==> config.mk <==
export PLATFORM = sky130hd
export DESIGN_NAME = alu_share_arbiter
export DESIGN_NICKNAME = d
export VERILOG_FILES = /design/src/rtl/alu_share_arbiter.sv
export SDC_FILE = /design/constraint.sdc
export NUM_CORES = 1
export LEC_CHECK = 0
export CELL_PAD_IN_SITES_DETAIL_PLACEMENT = 1
export CELL_PAD_IN_SITES_GLOBAL_PLACEMENT = 1
export CORE_AREA = 4 4 146 148
export DETAILED_ROUTE_END_ITERATION = 6
export DIE_AREA = 0 0 150 152
export PLACE_DENSITY_LB_ADDON = 0.08
export SLEW_MARGIN = 20
export SYNTH_ARGS = -nofsm -noshare
export SYNTH_HDL_FRONTEND = slang
export SYNTH_SLANG_ARGS = --single-unit
==> constraint.sdc <==
create_clock -name Clk -period 5.8 [get_ports Clk]
set_clock_uncertainty 0.1 [all_clocks]
set_input_delay 1.16 -clock Clk [delete_from_list [all_inputs] [get_ports Clk]]
set_output_delay 1.16 -clock Clk [all_outputs]
set_load 0.005 [all_outputs]
==> src/rtl/alu_share_arbiter.sv <==
// Two-requester arbiter/sequencer time-sharing one external combinational ALU.
// Optional macro ALU_SHARE_FIXED_PRIO_EN: requester 0 always wins contention (no round-robin pointer).
module alu_share_arbiter #(
    parameter int DATA_WIDTH = 32,
    parameter int OP_WIDTH   = 5,
    parameter int CNT_WIDTH  = 16
) (
    input  logic                  Clk,
    input  logic                  Reset,
    input  logic                  req0_valid,
    output logic                  req0_ready,
    input  logic [OP_WIDTH-1:0]   req0_op,
    input  logic [DATA_WIDTH-1:0] req0_a,
    input  logic [DATA_WIDTH-1:0] req0_b,
    input  logic                  req1_valid,
    output logic                  req1_ready,
    input  logic [OP_WIDTH-1:0]   req1_op,
    input  logic [DATA_WIDTH-1:0] req1_a,
    input  logic [DATA_WIDTH-1:0] req1_b,
    output logic                  rsp0_valid,
    input  logic                  rsp0_ready,
    output logic [DATA_WIDTH-1:0] rsp0_result,
    output logic                  rsp0_zero,
    output logic                  rsp1_valid,
    input  logic                  rsp1_ready,
    output logic [DATA_WIDTH-1:0] rsp1_result,
    output logic                  rsp1_zero,
    output logic [OP_WIDTH-1:0]   alu_control,
    output logic [DATA_WIDTH-1:0] alu_a,
    output logic [DATA_WIDTH-1:0] alu_b,
    input  logic [DATA_WIDTH-1:0] alu_result,
    input  logic                  alu_zero,
    output logic [CNT_WIDTH-1:0]  ops_done
);

    typedef enum logic [1:0] {
        IDLE = 2'd0,
        EXEC = 2'd1,
        RESP = 2'd2
    } state_t;

    state_t                state_q;
    logic                  owner_q;
    logic [OP_WIDTH-1:0]   op_q;
    logic [DATA_WIDTH-1:0] a_q;
    logic [DATA_WIDTH-1:0] b_q;
    logic [DATA_WIDTH-1:0] res_q;
    logic                  zero_q;
    logic [CNT_WIDTH-1:0]  cnt_q;
`ifndef ALU_SHARE_FIXED_PRIO_EN
    logic                  ptr_q;
`endif

    logic grant1;
    logic rsp_fire;

    always_comb begin
`ifdef ALU_SHARE_FIXED_PRIO_EN
        grant1 = req1_valid && !req0_valid;
`else
        // ptr_q names the requester favoured when both are valid
        grant1 = req1_valid && (!req0_valid || ptr_q);
`endif
        req0_ready = (state_q == IDLE) && req0_valid && !grant1;
        req1_ready = (state_q == IDLE) && grant1;
        rsp0_valid = (state_q == RESP) && !owner_q;
        rsp1_valid = (state_q == RESP) && owner_q;
        rsp_fire   = (rsp0_valid && rsp0_ready) || (rsp1_valid && rsp1_ready);
    end

    assign rsp0_result = res_q;
    assign rsp1_result = res_q;
    assign rsp0_zero   = zero_q;
    assign rsp1_zero   = zero_q;
    assign alu_control = op_q;
    assign alu_a       = a_q;
    assign alu_b       = b_q;
    assign ops_done    = cnt_q;

    always_ff @(posedge Clk or posedge Reset) begin
        if (Reset) begin
            state_q <= IDLE;
            owner_q <= 1'b0;
            op_q    <= '0;
            a_q     <= '0;
            b_q     <= '0;
            res_q   <= '0;
            zero_q  <= 1'b0;
            cnt_q   <= '0;
`ifndef ALU_SHARE_FIXED_PRIO_EN
            ptr_q   <= 1'b0;
`endif
        end else begin
            case (state_q)
                IDLE: begin
                    if (req0_ready || req1_ready) begin
                        owner_q <= grant1;
                        op_q    <= grant1 ? req1_op : req0_op;
                        a_q     <= grant1 ? req1_a  : req0_a;
                        b_q     <= grant1 ? req1_b  : req0_b;
                        state_q <= EXEC;
                    end
                end
                EXEC: begin
                    res_q   <= alu_result;
                    zero_q  <= alu_zero;
                    state_q <= RESP;
                end
                RESP: begin
                    if (rsp_fire) begin
                        state_q <= IDLE;
                        cnt_q   <= cnt_q + CNT_WIDTH'(1);
`ifndef ALU_SHARE_FIXED_PRIO_EN
                        ptr_q   <= ~owner_q;
`endif
                    end
                end
                default: state_q <= IDLE;
            endcase
        end
    end

endmodule

* After elaboration in Yosys (flattened, before gate mapping)
Cells that the tools add are included.
Operators by class: reductions and logical operators 18, bitwise logic cells 1, eq/ne operators 4, shift-type cells 0, $mul 0, $lt $le $gt $ge 0, divide/modulo/power cells 0, add/sub/neg operators 1, mux-type cells 6
Operator list (count):
- 32-bit two-way mux | 2
- 16-bit by 1-bit adder with 16-bit output, second input constant | 1
- 1-bit logical AND | 8
- 2-bit one-hot mux with 3 select lines | 1
- 2-bit AND reduction | 3
- 5-bit two-way mux | 1
- 2-bit two-way mux | 2
- 1-bit zero test | 3
- 1-bit logical OR | 3
- 2-bit by 1-bit equality test with 1-bit output, second input constant | 1
- 2-bit equality test, second input constant | 1
- 2-bit zero test | 1
- 2-bit by 1-bit inequality test with 1-bit output, second input constant | 1
- 2-bit inequality test, second input constant | 1
- 1-bit inverter | 1
Word-level totals: bits in writable memories 0, output and inout port bits 155, bits in latches 0, logic and storage cells 39, register bits after elaboration 122, bits of input ports 177, bits in read-only memories 0, memories 0

* Depth between registers and ports, before layout
Gate-level depths: netlist of run 1.
depth after elaboration 8, gate-level depth with buffers 6, depth with buffers taken out 5

* Least setup slack after synthesis of run 1
Ideal clock, no wire load.
path type input port to output port, start point in req0_valid, end point out req0_ready, stages 5, data required time 4.540 ns, slack 2.633 ns, data arrival time 1.907 ns, path buffers 2, cell sequence inv_1 > o21ai_0 > buf_2 > buf_2 > nor2b_1
On the way: cells in the longest elaborated chain, start to end 5, elaborated cells on any way between the ends 6, classes of those cells 6 x reduce/logical
Ends and longest elaborated chain:
- start: declaration | RTL line 10 | input logic req0_valid,
- 1-bit zero test | RTL line 62 | grant1 = req1_valid && (!req0_valid || ptr_q);
- 1-bit logical OR | RTL line 62
- 1-bit logical AND | RTL line 62
- 1-bit zero test | RTL line 64 | req0_ready = (state_q == IDLE) && req0_valid && !grant1;
- 1-bit logical AND (*) | RTL line 64
- end: declaration | RTL line 11 | output logic req0_ready,
Every way passes the cells marked *; elsewhere a longest branch is shown, timed or not.

* Worst setup path in the final report of run 1
Same ends and word-level chain as after synthesis.

==> results of run 1 <==
[power groups by stage]
stage               Combinational [mW]  Sequential [mW]  Clock [mW]
global route                      2.30             1.59        1.11
global placement                  2.11             1.51           0
CTS                               2.16             1.53        1.07
finish                            2.11             1.52        1.04
floorplan                        0.942             1.52           0
detailed placement                2.15             1.54           0
[cells by family (layout without fill, tap and decap cells)]
| kind of cell | Yosys count | count (layout) | synth area share |
|---|---|---|---|
| buffers and inverters | 64 | 373 | 0.07270 |
| flip-flops | 122 | 122 | 0.5509 |
| multiplexers | 104 | 104 | 0.1978 |
| other | 0 | 1 | 0 |
| adder cells (fa/ha/maj) | 1 | 1 | 0.002257 |
| AO/OA/AOI/OAI | 73 | 73 | 0.06706 |
| AND/OR/NAND/NOR | 102 | 102 | 0.08558 |
| XOR/XNOR | 15 | 15 | 0.02371 |
[through the flow]
stage / total power [mW] / cells / utilization / worst slack [ns] / cell area, µm²
after floorplan: 2.462 / 481 / - / 1.297 / 5542
after global placement: 3.620 / 1028 / 0.4426 / 1.854 / 8869
after detailed placement: 3.693 / 1028 / 0.4426 / 1.840 / 8869
after CTS: 4.762 / 1060 / 0.4713 / 1.822 / 9445
after global routing: 4.990 / 1061 / 0.4716 / 1.729 / 9450
final: 4.668 / 1061 / 0.4716 / 1.824 / 9450
[final timing paths]
kind	end	slack, ns
worst min register to register	ops_done[15]	0.38
worst max-delay path	req0_ready	1.82
min in group asynchronous	rsp0_result[5]	1.14
max in group asynchronous	alu_b[20]	3.29
worst max register to register	alu_a[21]	3.38
worst min-delay path	ops_done[15]	0.38
[sequential cells by signal, indices dropped and copies added (netlist names)]
name	flops
ops_done	16
alu_b	32
rsp0_result	32
alu_control	5
alu_a	32
ptr_q	1
owner_q	1
rsp0_zero	1
state_q	2
[worst reg2reg max path, cell delays in order (launching register included)]
cell     delay [ns]
dfrtp_1        0.42
o21ai_4        0.15
buf_4          0.47
buf_4          0.69
mux2i_1        0.33
a21oi_1        0.10
[synth_stat cells]
| cell | n | area [µm²] |
|---|---|---|
| dfrtp_1 | 122 | 3053 |
| nand4b_1 | 1 | 8.760 |
| and3_1 | 3 | 18.77 |
| nor3_1 | 2 | 10.01 |
| nand3_1 | 7 | 35.03 |
| mux2_2 | 34 | 382.9 |
| nor2_1 | 74 | 277.8 |
| nor2b_1 | 1 | 6.260 |
| nand2b_1 | 2 | 12.51 |
| xnor2_1 | 10 | 87.58 |
| mux2i_4 | 1 | 22.52 |
| buf_4 | 36 | 270.3 |
| nor4_1 | 1 | 6.260 |
| nor4_4 | 2 | 42.54 |
| or3_1 | 1 | 6.260 |
| nor3_2 | 1 | 10.01 |
| ha_1 | 1 | 12.51 |
| xor2_1 | 5 | 43.79 |
| inv_1 | 4 | 15.01 |
| clkbuf_1 | 2 | 7.510 |
| o21ai_0 | 2 | 10.01 |
| mux2i_1 | 69 | 690.7 |
| nand3b_1 | 1 | 7.510 |
| a22o_1 | 1 | 8.760 |
| a21o_1 | 1 | 7.510 |
| a21oi_1 | 69 | 345.3 |
| nand2_1 | 3 | 11.26 |
| and4_1 | 1 | 8.760 |
| nand4_1 | 2 | 12.51 |
| buf_2 | 22 | 110.1 |
[cell type report]
class | count | area (µm²)
Clock buffer | 18 | 429.2
Timing Repair Buffer | 337 | 3358
Sequential cell | 122 | 3053
Clock inverter | 14 | 147.6
Tap cell | 270 | 337.8
Fill cell | 2172 | 10590
Inverter | 4 | 20.02
Antenna cell | 1 | 2.502
Multi-Input combinational cell | 295 | 2102
[layer usage]
| layer | vias to the layer above | global-route usage |
|---|---|---|
| met5 | - | 0 |
| met4 | 0 | 0.06013 |
| met3 | 25 | 0.06851 |
| met2 | 201 | 0.3054 |
| met1 | 2299 | 0.1743 |
| li1 | 2221 | - |
==> results.cfg, run 1 <==
[pwr]
leakage_nw = 4.010
cellPowerDensity_mw_per_mm2 = 493.9
power_frac_comb = 0.452
seq_power_share = 0.326
power.share.clock = 0.222
cellInternalPower_mw = 3.179
p_switching_mw = 1.489
sw_frac_of_total = 0.3189
vdd_drop_max_uv = 207.5

[finish]
final_cell_mix = clkdlybuf4s50_1 (331), dfrtp_1 (122), nor2_1 (74), mux2i_1 (69), a21oi_1 (69)
mostFrequentLayoutCell = clkdlybuf4s50_1
drive_gt1_frac = 0.09873
area.growth.synth_to_final_pct = 70.54
final_net_count = 955

[drt]
top_layer = met4
wl_met2_mm = 10.28
drt-total-wl_mm = 19.41
dr.pass1.iters = 4
dr_wl_met3_mm = 1.813
drtIter0Drc = 139
met1Wirelength_mm = 6.921
vias = 4746
wl_per_cell_um = 18.29
viasPerCell = 4.473
postRouteAntennaNets = 0
drc = 0

[clocking]
clk_path_buf_depth = 2
worstSkewPairLatency_ns = 0.41
clk_pin_slew_ns = 0.06
cts_made_buffers = 17
root_buffer = clkbuf_16
postCtsHoldBufs = 0
cts_tree = built
clock_sinks = 122
htreeDepth = 4
cts.repair.resized = 0
cts_setup_buffers = 0

[synth]
ys.warnings.count = 0
yosysSeqAreaShare = 0.5509
synth_nets = 659
synthCells = 481
syn-cell-area_mm2 = 0.005542
avgSynthCellArea_um2 = 11.52
synth.distinct_cells = 30
ys_seq_elements = 122

[run_status]
status = finished, final reports clean

[critical_path]
cpMaxStageDelayCell = clkdlybuf4s50_1
rr_worst_depth = 5
path_class = input port to output pin
slowest_delay_ns = 0.52
critPathMostFrequentCell = clkdlybuf4s50_1
critPathBufInv = 3
crit_chain = clkdlybuf4s50_1 > inv_1 > or3_1 > nor2b_1 > clkdlybuf4s50_1
crit_cells = 5
r2r_start = ptr_q
worstSetupEndpointType = output pin
cp_max_fo = 2
crit_start = req0_valid
worstPathRequired_ns = 4.54
worstPathArrival_ns = 2.72
cp-start-kind = input port
path_delay_family = buffers and inverters

[place]
routabilityCongestion = 0.7386
portBuffers = 331
dp_hpwl_mm = 15.10

[grt]
grt_max_degree = 89
grt_pass1_wl_mm = 29.64
grt_pass1_vias = 5163
antenna_found_initial = 1
grt.total_usage = 0.1689
overflow = 0

[timing]
worst_pin_slew_ns = 0.8776
slew_viol_final = 0
max_freq_mhz = 251.5
hold_ws_ns = 0.3783
rsz0062_at_grt = false
slew_headroom = 0.4149
setup_viol = 0
fin_crit_sh = 0.6855
min_period_ns = 3.976
tns_ns = 0
hold_violations = 0

[run]
drv_cap = 0

[min_path]
hold_depth = 1
hold_path_class = flop to flop
holdCritStartpoint = ops_done[15]

[floorplanning]
design.die.area_mm2 = 0.02280
rows = 52
dieHeight_um = 152
initial_core_util = 0.2765
pin_count = 332
dieWidth_um = 150
coreArea_mm2 = 0.02004
Note: power is estimated with default switching activity, not from simulation.
==> run 2: changes to the inputs <==
clock period = 3.8 ns   (was 5.8 ns; I/O delays follow)
==> results.cfg, run 2 (synthesized netlist as in run 1, its figures left out) <==
[run_status]
status = finished, final reports clean

[floorplanning]
rows = 52
dieHeight_um = 152
coreArea_mm2 = 0.02004
design.die.area_mm2 = 0.02280
dieWidth_um = 150
initial_core_util = 0.2765
pin_count = 332

[pwr]
power.total_mw = 7.198
leakage_nw = 4.032
vdd_drop_max_uv = 332.6
cellPowerDensity_mw_per_mm2 = 756.4

[clocking]
clk_path_buf_depth = 2
cts.repair.resized = 0
cts_made_buffers = 17
clock_sinks = 122
postCtsHoldBufs = 0
cts_tree = built
worstSkewPairLatency_ns = 0.40
root_buffer = clkbuf_16
clk_pin_slew_ns = 0.06
htreeDepth = 4
cts_setup_buffers = 0

[finish]
post-route-util = 0.4749
drive_gt1_frac = 0.09620
mostFrequentLayoutCell = clkdlybuf4s50_1
area.growth.synth_to_final_pct = 71.73
final_net_count = 955
final_cell_mix = clkdlybuf4s50_1 (331), dfrtp_1 (122), nor2_1 (74), mux2i_1 (69), a21oi_1 (69)

[timing]
hold_violations = 0
min_period_ns = 3.217
slew_headroom = 0.4287
slew_viol_final = 0
fin_crit_sh = 0.8466
setup_viol = 0
max_freq_mhz = 310.9
tns_ns = 0
rsz0062_at_grt = false
worst_pin_slew_ns = 0.8570

[critical_path]
crit_end = req0_ready
worstSetupEndpointType = output pin
reg2reg_slack_ns = 1.86
worstPathRequired_ns = 2.94
cp_max_fo = 2
path_class = input port to output pin
crit_start = req0_valid
r2r_start = ptr_q
worstPathArrival_ns = 2.36
rr_worst_depth = 4
regToRegEndpoint = alu_b[3]
cp-start-kind = input port

[drt]
drtIter0Drc = 133
vias = 4679
postRouteAntennaNets = 0
viasPerCell = 4.410
drc = 0
drt-total-wl_mm = 19.10
wl_per_cell_um = 18.00
dr.pass1.iters = 4

[min_path]
hold_path_class = flop to flop

[place]
routabilityCongestion = 0.7776
portBuffers = 331
dp_hpwl_mm = 14.88

[grt]
grt_pass1_wl_mm = 29.41
grt.total_usage = 0.1668
grt_max_degree = 136
grt_pass1_vias = 5131
antenna_found_initial = 1
overflow = 0

[run]
drv_cap = 0
-- run 2: changes by cell type in the layout (fill, tap and decap cells not counted), sizes merged --
| cell | delta |
|---|---|
| clkinv | -2 |
| clkbuf | +4 |
| inv | -3 |
| bufinv | +1 |
-- run 2: power by group --
group          internal (mW)  switching [mW]  leakage [nW]
Clock                   1.07           0.585         0.283
Combinational           1.99            1.23          2.35
Sequential              1.90           0.414          1.40
-- run 2: stage by stage --
step	hold slack [ns]	setup slack, ns	area (µm²)	instances
6_report	0.3691	0.5831	9517	1061
5_1_grt	0.3938	0.4442	9517	1061
4_1_cts	0.3772	0.5733	9514	1060
3_5_place_dp	0.3680	0.5958	8907	1028
3_3_place_gp	0.3582	0.5707	8907	1028
2_1_floorplan	0.3606	1.433	5545	481
-- run 2: worst min path at each step --
stage	startpoint	slack [ns]	cells after the start	end
floorplan	ptr_q	0.36	1	ptr_q
global placement	ops_done[15]	0.36	1	ops_done[15]
detailed placement	ops_done[15]	0.37	1	ops_done[15]
CTS	ops_done[15]	0.38	1	ops_done[15]
global route	ops_done[15]	0.39	1	ops_done[15]
finish	ops_done[15]	0.37	1	ops_done[15]
-- run 2: worst max-delay path: stages --
cell and delay (ns):
clkdlybuf4s50_1 0.48, inv_1 0.08, or3_1 0.33, nor2b_1 0.14, clkdlybuf4s50_1 0.57
-- run 2: layer usage --
metal  routed length, µm  GRT usage  vias to the layer above
met1                6900     0.1741                     2267
met5                   0          0                        -
met3                1566    0.06077                       17
li1                    -          -                     2208
met2               10390     0.3090                      187
met4                 245    0.04967                        0
-- run 2: cell type report --
class / count / area [µm²]
Fill cell: 2170 / 10520
Clock buffer: 22 / 464.2
Multi-Input combinational cell: 295 / 2102
Sequential cell: 122 / 3053
Antenna cell: 1 / 2.502
Timing Repair Buffer: 337 / 3396
Inverter: 4 / 18.77
Tap cell: 270 / 337.8
Clock inverter: 10 / 142.6
==> variant 1, RTL diff (config.mk and constraints of run 2) <==
Build with the macro `ALU_SHARE_FIXED_PRIO_EN` defined.
--- a/src/rtl/alu_share_arbiter.sv
+++ b/src/rtl/alu_share_arbiter.sv
@@ -1,5 +1,7 @@
 // Two-requester arbiter/sequencer time-sharing one external combinational ALU.
 // Optional macro ALU_SHARE_FIXED_PRIO_EN: requester 0 always wins contention (no round-robin pointer).
+`define ALU_SHARE_FIXED_PRIO_EN
+
 module alu_share_arbiter #(
     parameter int DATA_WIDTH = 32,
     parameter int OP_WIDTH   = 5,
Behaviour: not the same (Yosys sat finds a counterexample within 4 cycles, from zero or initial values and one cycle with Reset high).
==> variant 1 against run 2 <==
- wire length decreased by 2.7%
- final cell count decreased by 0.38%
- power decreased by 1.8%
- worst setup slack improved by 130 ps
- non-clock buffer count decreased by 2
- synthesized area decreased by 1.2%
- cell area decreased by 0.29%
- via count decreased by 0.79%
- maximum frequency increased by 4.2%
- sequential cell count decreased by 1
- largest cell class unchanged
- largest power group unchanged
==> variant 1: results (changes against run 2) <==
For the endpoint arrival time on the critical path, the log shows 2230 ps (was 2360 ps). The fill cell instance count of the final layout is 2209 (was 2170). The flow ran to the end, and the final reports show no timing, DRC or antenna violations. The tools report the terminating pin of the worst hold path as alu_b[25] (was ops_done[15]).

The later pin in the worst-skew pair is clocked with a latency of 410 ps. The global-route wire length before repair was 28810 um (was 29410 um). The internal reg-to-reg setup slack is 1940 ps (was 1860 ps), and the met2 wirelength from detailed routing is 9909 um (was 10390 um).

Initial antenna violation count: 0 (was 1). The run gives 3.892 nW (was 4.032 nW) as the standby leakage power. The logic depth of the worst register-to-register path was 5 (was 4); the global router's overall resource usage was 0.1637 (was 0.1668). The post-synth net total is 658 (was 659).

The global placement routability congestion was 0.7601 (was 0.7776). The number of cells traversed by the worst hold path is 2 (was 1). The tools report the startpoint of the worst register-to-register path as state_q[1] (was ptr_q).

The number of vias per cell after detailed routing works out to 4.392 (was 4.410). Final net count: 952 (was 955). The tools report the amount of wire on met3 after detailed routing as 1671 um (was 1566 um).

For the total routed wirelength, the log shows 18590 um (was 19100 um). The remaining max-slew budget at the tightest pin is 0.4122 (was 0.4287). Synth top cells by count: sky130_fd_sc_hd__dfrtp_1, sky130_fd_sc_hd__nand2_1, sky130_fd_sc_hd__mux2i_1 (was sky130_fd_sc_hd__dfrtp_1, sky130_fd_sc_hd__nor2_1, sky130_fd_sc_hd__a21oi_1, sky130_fd_sc_hd__mux2i_1, sky130_fd_sc_hd__buf_4). The tools report the first-iteration detailed-routing DRC count as 99 (was 133). The number of diodes added for antenna fixing is 0 (was 1). The run gives 6618 um (was 6900 um) as the met1 routed wirelength after detailed routing. For the maximum vdd ir drop, the log shows 305.8 uV (was 332.6 uV).

The sequential-to-total area share from yosys stat is 0.5528 (was 0.5509), and the largest fanout of any net on the critical path is 3 (was 2). The capturing point of the worst reg2reg path was alu_b[28] (was alu_b[3]). Cells taking the most area after synthesis: sky130_fd_sc_hd__dfrtp_1, sky130_fd_sc_hd__mux2i_1, sky130_fd_sc_hd__mux2_2, sky130_fd_sc_hd__nand2_1, sky130_fd_sc_hd__buf_4 (was sky130_fd_sc_hd__dfrtp_1, sky130_fd_sc_hd__mux2i_1, sky130_fd_sc_hd__mux2_2, sky130_fd_sc_hd__a21oi_1, sky130_fd_sc_hd__nor2_1).

The via count of the first global-routing pass came out at 5134 (was 5131). The startpoint of the worst hold path was alu_b[25] (was ops_done[15]). The share of layout cells above drive strength 1 is 0.09911 (was 0.09620). The half-perimeter wire length of the detailed placement result came out at 14290 um (was 14880 um). Pin count of the biggest net entering global routing: 122 (was 136).
==> variant 1: cell types whose count changed in the layout (fill, tap and decap cells not counted), sizes merged, moves of 3 or more <==
cell / before / now
nor2: 74 / 6
xnor2: 10 / 13
a21oi: 69 / 1
nand2: 3 / 76
o21ai: 2 / 71
xor2: 5 / 2
==> variant 1: layout make-up <==
cell class / count / area [um^2] / share of cell area
clock buffer: 20 / 456.7 / 0.04813
tap: 270 / 337.8 / 0.03560
timing repair buffer: 335 / 3381 / 0.3563
inverter: 3 / 15.01 / 0.001582
sequential: 121 / 3028 / 0.3191
clock inverter: 12 / 187.7 / 0.01978
multi-input combinational: 296 / 2083 / 0.2195
==> variant 1: worst max-delay path by stage <==
stage / startpoint / to / slack, ps / cells past startpoint
6_report: req1_valid / req1_ready / 710 / 4
2_1_floorplan: Reset / alu_a[0] / 1460 / 1
4_1_cts: req1_valid / req1_ready / 690 / 4
3_5_place_dp: req1_valid / req1_ready / 710 / 4
3_3_place_gp: req1_valid / req1_ready / 700 / 4
5_1_grt: req1_valid / req1_ready / 640 / 4
==> variant 1: kinds of logic (layout without fill, tap and decap cells) <==
group                      count (synthesis)  after routing  share of synthesized area
xor gates and xnor gates                  15             15                    0.02398
buffers and inverters                     63            370                    0.07081
adders and majority gates                  1              1                   0.002284
AOI/OAI and AO/OA                         72             72                    0.06578
muxes                                    104            104                     0.1985
DFF                                      121            121                     0.5528
and+or+nand+nor                          104            104                    0.08589
==> variant 1: report_power, final <==
| group | internal, mW | leakage [nW] | switching (mW) |
|---|---|---|---|
| sequential | 1.88 | 1.49 | 0.389 |
| combinational | 1.89 | 2.10 | 1.14 |
| clock | 1.14 | 0.308 | 0.622 |
==> variant 1: metal layers <==
layer  track usage  vias to the layer above
li1              -                     2196
met3       0.06792                       23
met5             0                        -
met2        0.2955                      197
met1        0.1698                     2226
met4       0.05490                        0
==> variant 1: per-stage QoR <==
step | area (um^2) | worst slack, ps | hold slack (ps) | cells
2_1_floorplan | 5482 | 1457 | 368.2 | 480
3_3_place_gp | 8845 | 702.7 | 362.4 | 1025
3_5_place_dp | 8845 | 712.7 | 374.1 | 1025
4_1_cts | 9489 | 689.0 | 387.3 | 1057
5_1_grt | 9489 | 644.5 | 395.8 | 1057
6_report | 9489 | 713.8 | 381.3 | 1057
==> variant 1: critical path, cell delays in order <==
cell and delay, ps:
sky130_fd_sc_hd__clkdlybuf4s50_1 550, sky130_fd_sc_hd__nor2b_4 220, sky130_fd_sc_hd__and2_1 150, sky130_fd_sc_hd__clkdlybuf4s50_1 550
==> variant 2, RTL diff (config.mk and constraints of run 2) <==
Made on the original files. Reset style: synchronous (`Reset`), changed in one clocked block.
--- a/src/rtl/alu_share_arbiter.sv
+++ b/src/rtl/alu_share_arbiter.sv
@@ -77,7 +77,7 @@
     assign alu_b       = b_q;
     assign ops_done    = cnt_q;
 
-    always_ff @(posedge Clk or posedge Reset) begin
+    always_ff @(posedge Clk) begin
         if (Reset) begin
             state_q <= IDLE;
             owner_q <= 1'b0;
Formal check against the unedited RTL: differs if Reset is asserted again (counterexample within 4 cycles, from zero or initial values and one cycle with Reset high); with Reset held inactive, the same outputs for 4 cycles.
==> variant 2 against run 2 <==
- cell area shrank 3.6%
- synthesized area shrank 3.1%
- via count grew 14%
- maximum frequency grew 0.19%
- sequential share of layout area shrank 5.5 points
- wire length grew 4.8%
- final cell count grew 8.8%
- non-clock buffer count is the same
- sequential cell count is the same
- first-iteration DRC count grew 22%
- worst setup slack gained 6.0 ps
- critical endpoint unchanged
Power is not compared: it rests on default switching activity, and its combinational part moved more than twofold at a synthesized area within 25%.
==> variant 2: results (changes against run 2) <==
The tools report the half-perimeter wire length of the detailed placement result as 15620 um (was 14880 um). The fraction of registers with async set or reset after synthesis came out at 0 (was 1.000). Largest fanout of any net on the critical path: 5 (was 2).

The non-clock buffering overhead in the final layout was 0.3699 (was 0.3568). The count of non-filler cells in the finished layout was 1154 (was 1061). The logic depth of the worst register-to-register path works out to 5 (was 4). The fill cell instance count of the final layout is 2309 (was 2170), and the global-route wire length before repair is 30500 um (was 29410 um).

The area after detailed placement is 8646 um^2 (was 8907 um^2), and the sequential portion of the cell area is 0.2662 (was 0.3208). The logs give 162 (was 133) for the first-iteration detailed-routing DRC count and 5627 (was 5131) for the via count of the first global-routing pass. Sequential-to-total area share from yosys stat: 0.4548 (was 0.5509).

The pin count of the biggest net entering global routing was 68 (was 136). Number of distinct library cells after synthesis: 38 (was 30). The clock network area share was 0.05756 (was 0.06377); the remaining max-slew budget at the tightest pin was 0.5500 (was 0.4287).

Synth top cells by count: sky130_fd_sc_hd__dfxtp_1, sky130_fd_sc_hd__nor2_1, sky130_fd_sc_hd__nand2_1 (was sky130_fd_sc_hd__dfrtp_1, sky130_fd_sc_hd__nor2_1, sky130_fd_sc_hd__a21oi_1, sky130_fd_sc_hd__mux2i_1, sky130_fd_sc_hd__buf_4). The minimum clock period after layout is 3211 ps (was 3217 ps). The flow ran to the end, and the final reports show no timing, DRC or antenna violations.

The post-synth net total is 772 (was 659), and the total routed wirelength is 20020 um (was 19100 um). The count of multi-input gates was 392 (was 295). Startpoint of the worst hold path: rsp0_result[4] (was ops_done[15]).

Final net count: 1050 (was 955). The setup slack after placement is 602.4 ps (was 595.8 ps). The tools report the terminating pin of the worst hold path as rsp0_result[4] (was ops_done[15]). The initial antenna violation count was 0 (was 1).

The count of inverters other than clock inverters in the layout was 2 (was 4). The share of layout cells above drive strength 1 was 0.05543 (was 0.09620). The highest cell delay on the worst timing path was 550 ps (was 570 ps); the area growth from synthesis to layout was 70.83% (was 71.73%).

The number of vias per cell after detailed routing works out to 4.604 (was 4.410). The layout sequential cell count was 122 (unchanged). The global router's overall resource usage came out at 0.1699 (was 0.1668).

The tools report the number of clock buffers in the layout as 21 (was 22). The logs give 0 (was 1) for the number of diodes added for antenna fixing and 594 (was 481) for the synthesized instance count. Cells taking the most area after synthesis: sky130_fd_sc_hd__dfxtp_1, sky130_fd_sc_hd__mux2i_1, sky130_fd_sc_hd__a211oi_1, sky130_fd_sc_hd__buf_4, sky130_fd_sc_hd__nor2_1 (was sky130_fd_sc_hd__dfrtp_1, sky130_fd_sc_hd__mux2i_1, sky130_fd_sc_hd__mux2_2, sky130_fd_sc_hd__a21oi_1, sky130_fd_sc_hd__nor2_1). The worst hold slack was 376.8 ps (was 369.1 ps); the first-pass detailed-route iteration total was 5 (was 4).
variant 2: cell types whose count changed in the layout (fill, tap and decap cells not counted), sizes merged, moves of 7 or more:
cell,change
nand2,+68
nor2,+8
o21ai,+7
dfxtp,+122
a21oi,-26
a211oi,+69
mux2,-33
dfrtp,-122
variant 2: per-layer routing:
metal  track usage  share of wire
met5             0              0
met4       0.04444         0.0095
met3       0.06553          0.092
met2        0.3176           0.53
met1        0.1751           0.37
variant 2: power groups by stage:
stage          Clock [mW]  Combinational, mW  Sequential, mW
4_1_cts              1.51              0.928            1.48
5_1_grt              1.58              0.984            1.50
3_3_place_gp            0              0.907            1.50
6_report             1.46              0.906            1.48
3_5_place_dp            0              0.922            1.51
2_1_floorplan           0              0.374            1.50
variant 2: cells by family after synthesis:
kind of cell | share of synthesized area
adders and majority gates | 0.002330
AOI/OAI and AO/OA | 0.1512
xor gates and xnor gates | 0.01305
muxes | 0.1333
and+or+nand+nor | 0.1547
buffers and inverters | 0.09063
DFF | 0.4548
